File: src/rtl/irq_vector_pkg.sv
// Shared types and helpers for the vectored interrupt controller.
package irq_vector_pkg;

  typedef enum logic [1:0] {
    IDLE    = 2'd0,
    REQ     = 2'd1,
    SERVICE = 2'd2
  } irq_state_t;

  // Channel-id width, never narrower than one bit so a single-channel build still has a port.
  function automatic int id_width(input int n);
    return (n <= 1) ? 1 : $clog2(n);
  endfunction

  // Callers truncate the result to their address width, which gives modulo wrap.
  function automatic logic [31:0] vec_addr(input int base, input int stride, input int id);
    return 32'(base + id * stride);
  endfunction

endpackage

File: src/rtl/irq_prio_enc.sv
// Fixed-priority encoder: the lowest set index wins.
module irq_prio_enc #(
  parameter int N   = 4,
  parameter int IDW = 2
) (
  input  logic [N-1:0]   i_req,
  output logic           o_valid,
  output logic [IDW-1:0] o_id
);

  // Scan from the top so the lowest set index is the last write.
  always_comb begin
    o_valid = |i_req;
    o_id    = '0;
    for (int i = N - 1; i >= 0; i--) begin
      if (i_req[i]) o_id = IDW'(i);
    end
  end

endmodule

File: src/rtl/irq_vector_ctrl.sv
// Multi-channel vectored interrupt controller with a req/ack/eoi handshake to the core.
// Define IRQ_NEST_EN to let higher-priority channels preempt an in-service one.
module irq_vector_ctrl
  import irq_vector_pkg::*;
#(
  parameter int                 NUM_IRQ     = 4,
  parameter int                 ADDR_W      = 16,
  parameter int                 VEC_BASE    = 0,
  parameter int                 VEC_STRIDE  = 2,
  parameter int                 SYNC_STAGES = 2,
  parameter logic [NUM_IRQ-1:0] MASK_RST    = '0
) (
  input  logic                             clk,
  input  logic                             reset,
  input  logic [NUM_IRQ-1:0]               irq_in,
  input  logic                             mask_we,
  input  logic [NUM_IRQ-1:0]               mask_wdata,
  input  logic                             irq_ack,
  input  logic                             eoi,
  output logic                             irq_req,
  output logic [id_width(NUM_IRQ)-1:0]     irq_id,
  output logic [ADDR_W-1:0]                irq_vec_addr,
  output logic [NUM_IRQ-1:0]               mask_q,
  output logic [NUM_IRQ-1:0]               pending_q,
  output logic [NUM_IRQ-1:0]               isr_q,
  output logic [NUM_IRQ-1:0]               overrun_q
);

  localparam int IdW = id_width(NUM_IRQ);

  logic [NUM_IRQ-1:0] r_sync [SYNC_STAGES];
  logic [NUM_IRQ-1:0] r_syncD;
  logic [NUM_IRQ-1:0] r_mask;
  logic [NUM_IRQ-1:0] r_pending;
  logic [NUM_IRQ-1:0] r_isr;
  logic [NUM_IRQ-1:0] r_overrun;
  logic               r_req;
  logic [IdW-1:0]     r_id;
  logic [ADDR_W-1:0]  r_vec;
  irq_state_t         r_state;

  logic [NUM_IRQ-1:0] w_syncOut;
  logic [NUM_IRQ-1:0] w_edge;
  logic [NUM_IRQ-1:0] w_eligible;
  logic               w_pendValid;
  logic [IdW-1:0]     w_pendId;
  logic [ADDR_W-1:0]  w_vecAddr;
  logic [NUM_IRQ-1:0] w_ackSet;
  logic [NUM_IRQ-1:0] w_isrAfterAck;
  logic               w_isrValid;
  logic [IdW-1:0]     w_isrId;
  logic [NUM_IRQ-1:0] w_eoiClr;
  logic [NUM_IRQ-1:0] w_isrNext;
  logic               w_preempt;

  assign w_syncOut  = r_sync[SYNC_STAGES-1];
  assign w_edge     = w_syncOut & ~r_syncD;
  assign w_eligible = r_pending & ~r_mask;
  assign w_vecAddr  = ADDR_W'(vec_addr(VEC_BASE, VEC_STRIDE, int'(w_pendId)));

  // An ack retires the latched request; eoi then unwinds the top isr bit including that one.
  assign w_ackSet      = (r_state == REQ && irq_ack) ? (NUM_IRQ'(1) << r_id) : '0;
  assign w_isrAfterAck = r_isr | w_ackSet;
  assign w_eoiClr      = (eoi && w_isrValid) ? (NUM_IRQ'(1) << w_isrId) : '0;
  assign w_isrNext     = w_isrAfterAck & ~w_eoiClr;

  irq_prio_enc #(.N(NUM_IRQ), .IDW(IdW)) u_pendEnc (
    .i_req   (w_eligible),
    .o_valid (w_pendValid),
    .o_id    (w_pendId)
  );

  irq_prio_enc #(.N(NUM_IRQ), .IDW(IdW)) u_isrEnc (
    .i_req   (w_isrAfterAck),
    .o_valid (w_isrValid),
    .o_id    (w_isrId)
  );

`ifdef IRQ_NEST_EN
  assign w_preempt = w_pendValid && (w_pendId < w_isrId);
`else
  assign w_preempt = 1'b0;
`endif

  always_ff @(posedge clk or posedge reset) begin
    if (reset) begin
      for (int i = 0; i < SYNC_STAGES; i++) r_sync[i] <= '0;
      r_syncD <= '0;
    end else begin
      r_sync[0] <= irq_in;
      for (int i = 1; i < SYNC_STAGES; i++) r_sync[i] <= r_sync[i-1];
      r_syncD <= w_syncOut;
    end
  end

  // New edges win over an ack-clear in the same cycle so no event is lost.
  always_ff @(posedge clk or posedge reset) begin
    if (reset) begin
      r_mask    <= MASK_RST;
      r_pending <= '0;
      r_overrun <= '0;
      r_isr     <= '0;
    end else begin
      if (mask_we) r_mask <= mask_wdata;
      r_pending <= (r_pending & ~w_ackSet) | w_edge;
      r_overrun <= (r_overrun & ~w_ackSet) | (w_edge & r_pending);
      r_isr     <= w_isrNext;
    end
  end

  always_ff @(posedge clk or posedge reset) begin
    if (reset) begin
      r_state <= IDLE;
      r_req   <= 1'b0;
      r_id    <= '0;
      r_vec   <= '0;
    end else begin
      case (r_state)
        IDLE: begin
          if (w_pendValid && r_isr == '0) begin
            r_id    <= w_pendId;
            r_vec   <= w_vecAddr;
            r_req   <= 1'b1;
            r_state <= REQ;
          end
        end
        REQ: begin
          if (irq_ack) begin
            r_req   <= 1'b0;
            r_state <= (w_isrNext == '0) ? IDLE : SERVICE;
          end
        end
        SERVICE: begin
          if (w_isrNext == '0) begin
            r_state <= IDLE;
          end else if (w_preempt) begin
            r_id    <= w_pendId;
            r_vec   <= w_vecAddr;
            r_req   <= 1'b1;
            r_state <= REQ;
          end
        end
        default: r_state <= IDLE;
      endcase
    end
  end

  assign irq_req      = r_req;
  assign irq_id       = r_id;
  assign irq_vec_addr = r_vec;
  assign mask_q       = r_mask;
  assign pending_q    = r_pending;
  assign isr_q        = r_isr;
  assign overrun_q    = r_overrun;

endmodule
File: config.mk
export PLATFORM = sky130hd
export DESIGN_NAME = irq_vector_ctrl
export DESIGN_NICKNAME = d
export VERILOG_FILES = /design/src/rtl/irq_vector_pkg.sv /design/src/rtl/irq_prio_enc.sv /design/src/rtl/irq_vector_ctrl.sv
export SDC_FILE = /design/constraint.sdc
export NUM_CORES = 1
export LEC_CHECK = 0
export BUFFER_PORTS_ARGS = -buffer_cell sky130_fd_sc_hd__buf_2
export CORE_MARGIN = 2
export CORE_UTILIZATION = 44
export DETAILED_ROUTE_END_ITERATION = 6
export PLACE_DENSITY = 0.74
export SETUP_SLACK_MARGIN = 0.5
export SKIP_LAST_GASP = 1
export SYNTH_ARGS = -nofsm -noshare
export SYNTH_HDL_FRONTEND = slang
export SYNTH_SLANG_ARGS = --single-unit
export TNS_END_PERCENT = 50
File: constraint.sdc
create_clock -name clk -period 2.1 [get_ports clk]
set_clock_uncertainty 0.2 [all_clocks]
set_input_delay 0 -clock clk [delete_from_list [all_inputs] [get_ports clk]]
set_output_delay 0 -clock clk [all_outputs]
set_load 0.01 [all_outputs]
==> impl_metrics.py <==
metrics = {
    "outcome": {
        "outcome": "completed",
    },
    "finish": {
        "num_antenna_cells": 0,
        "fin_util_pct": 61.84,
        "fillers": 272,
        "nets": 202,
        "layout-drive-gt1-share_pct": 35.26,
        "syn2layout_area_growth_pct": 34.49,
    },
    "yosys": {
        "synth-edff-count": 0,
        "netlist.area_leader.share_pct": 58.82,
        "yosysSeqAreaShare_pct": 58.82,
        "ys_ff_latch": 33,
        "synth_cell_types": 30,
        "synthDominantAreaCellType": "dfrtp_1",
        "syn_area_sq_um": 1404,
        "synth-async-reset-ratio_pct": 100.0,
        "synthTopCellsByArea": "dfrtp_1, buf_4, mux2_2, nor2_1, nand2_1",
        "yosys_warnings": 0,
        "yosys-top-cells-count": "dfrtp_1, buf_4, nor2_1, nand2_1",
        "synth_most_common_cell": "dfrtp_1",
        "netlist_instances": 126,
        "synth_flop_cell": "dfrtp_1",
        "syn_avg_cell_area_sq_um": 11.14,
    },
    "grt": {
        "grt_pass1_wl_um": 4526,
        "grt_max_degree": 34,
        "antenna_found_initial": 0,
        "use_met2_pct": 28.26,
        "use_met3_pct": 7.036,
        "grt_pass1_vias": 1075,
        "met1_usage_pct": 20.79,
        "grtUsageTotal_pct": 17.68,
        "grt-ovfl-total": 0,
        "grt-busiest-layer": "met2",
    },
    "die": {
        "ios": 48,
        "fp.dieW_um": 60.49,
        "dieArea_sq_um": 3658,
        "initial_core_util_pct": 45.98,
        "core.rowCount": 20,
        "core_sq_um": 3053,
        "chipHeight_um": 60.49,
    },
    "clock_tree": {
        "clock-sinks": 33,
        "cts_tree": "done",
        "clk_latency_ps": 330,
        "cts_buffers": 5,
        "h-tree-depth": 2,
        "cts_buffer_depth": 2,
        "path_clk_slew_ps": 100,
        "cts_root_buf": "clkbuf_4",
    },
    "worst_setup_path": {
        "rr_startpoint": "isr_q[2]",
        "reg2reg_to": "irq_id[0]",
        "ff2ff_setup_slack_ps": 40,
        "cp-end-kind": "register",
        "cp.required_ps": 2130,
        "arrival_ps": 2090,
        "worst_setup_path_start_kind": "register",
        "path_class": "register to register",
        "r2r_cells": 4,
        "worst-path-max-fanout": 2,
    },
    "power_and_ir_drop": {
        "p_leak_nw": 0.8916,
        "power_density_nw_per_um2": 1244,
        "ir_worst_vdd_mv": 0.6233,
    },
    "sta": {
        "maxSlewViolCount": 0,
        "post-route-min-period_ps": 2059,
        "clock.fmax_mhz": 485.6,
        "rsz0062_at_grt": "yes",
        "fin_ws_ps": 40.59,
        "finalCritPeriodShare_pct": 98.07,
        "tns_ps": 0,
        "setup_viol_count_final": 0,
        "hold_viol_final": 0,
    },
    "route": {
        "routedWlPerCell_um": 12.90,
        "vias": 1121,
        "dr.pass1.iters": 4,
        "drc": 0,
        "drtIter0Drc": 43,
        "drtAntennaViolNets": 0,
        "totalWireLength_um": 3018,
        "via_per_inst": 4.791,
    },
    "placement": {
        "dp_slack_ps": 0.8237,
        "post-dp-hpwl_um": 1923,
        "globalplace.congestion": 0.7490,
        "port-buffer-count": 33,
    },
    "min_path": {
        "hp-class": "input pin to asynchronous set/reset pin",
    },
    "flow_run": {
        "cap_violations": 0,
    },
}
sequential cells by signal, indices dropped and copies added, names as in the netlist:
signal and count:
irq_id 2, irq_req 1, w_syncOut 4, r_sync 4, r_state 2, pending_q 4
mask_q 4, isr_q 4, overrun_q 4, r_syncD 4
how the worst max path moves through the flow:
stage                        start   endpoint  cells after the start
after CTS                 isr_q[2]  irq_id[0]                      4
after detailed placement  isr_q[0]  irq_id[0]                      4
final                     isr_q[2]  irq_id[0]                      4
after global routing      isr_q[2]  irq_id[0]                      4
after floorplan           isr_q[0]  irq_id[0]                      4
after global placement    isr_q[0]  irq_id[0]                      4
routing by layer:
metal  vias to the layer above  share of wire (%)  wire length [um]
met4                         0                1.6                47
met1                       543                 42              1274
met3                         7                6.0               181
met5                         -                  0                 0
li1                        524                  -                 -
met2                        47                 50              1516
where the power goes:
group	internal (mW)	total [mW]	switching [mW]
logic	0.553	1.04	0.489
clock network	0.126	0.339	0.213
registers	0.791	0.967	0.175
total	1.47	2.35	0.878
per-stage QoR:
stage          std cells  total power [mW]  area (sq um)  hold WS [ps]
2_1_floorplan        139             1.491          1454        -168.6
3_3_place_gp         204             1.749          1595        -110.8
3_5_place_dp         204             1.791          1595        -96.05
4_1_cts              229             2.247          1833         74.62
5_1_grt              234             2.495          1888         77.48
6_report             234             2.348          1888         77.13
logic make-up (layout without fill, tap and decap cells):
| logic type | Yosys count | in the layout | share of synthesized area [%] |
|---|---|---|---|
| AND/OR/NAND/NOR | 39 | 39 | 14.35 |
| flip-flops | 33 | 33 | 58.82 |
| other | 1 | 14 | 0.2671 |
| multiplexers | 6 | 6 | 4.723 |
| AO/OA/AOI/OAI | 25 | 25 | 11.68 |
| buffers and inverters | 22 | 73 | 10.16 |
cell type report:
class	count	area (sq um)	share of cell area, %
sequential	33	827.0	43.80
timing repair buffer	62	422.9	22.40
clock inverter	3	17.52	0.9278
tap	44	55.05	2.916
inverter	3	11.26	0.5964
clock buffer	5	37.54	1.988
multi-input combinational	84	516.7	27.37
repair_timing:
action                                 4_1_cts  5_1_grt
pin swaps                                    2        4
setup endpoints to repair                    7       12
hold buffers                                16        0
endpoints found under the hold margin       48        0
gates cloned                                 0        0
buffers inserted                             1        5
resized for setup                            3        6
critical path, stage by stage, from the launching register on:
cell	delay (ps)
dfrtp_1	390
or4_4	540
or3_4	370
a21oi_4	150
mux2_4	310
cells in the final DEF (no fill, tap or decap), types with 2 or more instances in the layout:
| master | count |
|---|---|
| a21o_1 | 4 |
| a21oi_1 | 6 |
| a22o_1 | 3 |
| buf_2 | 33 |
| buf_4 | 13 |
| clkbuf_4 | 5 |
| clkinv_2 | 2 |
| conb_1 | 14 |
| dfrtp_1 | 32 |
| dlygate4sd3_1 | 16 |
| inv_1 | 3 |
| mux2_2 | 4 |
| nand2_1 | 9 |
| nand3b_1 | 3 |
| nor2_1 | 9 |
| nor2b_1 | 6 |
| o21ai_0 | 5 |
No activity file was read; power rests on OpenSTA's default activity.
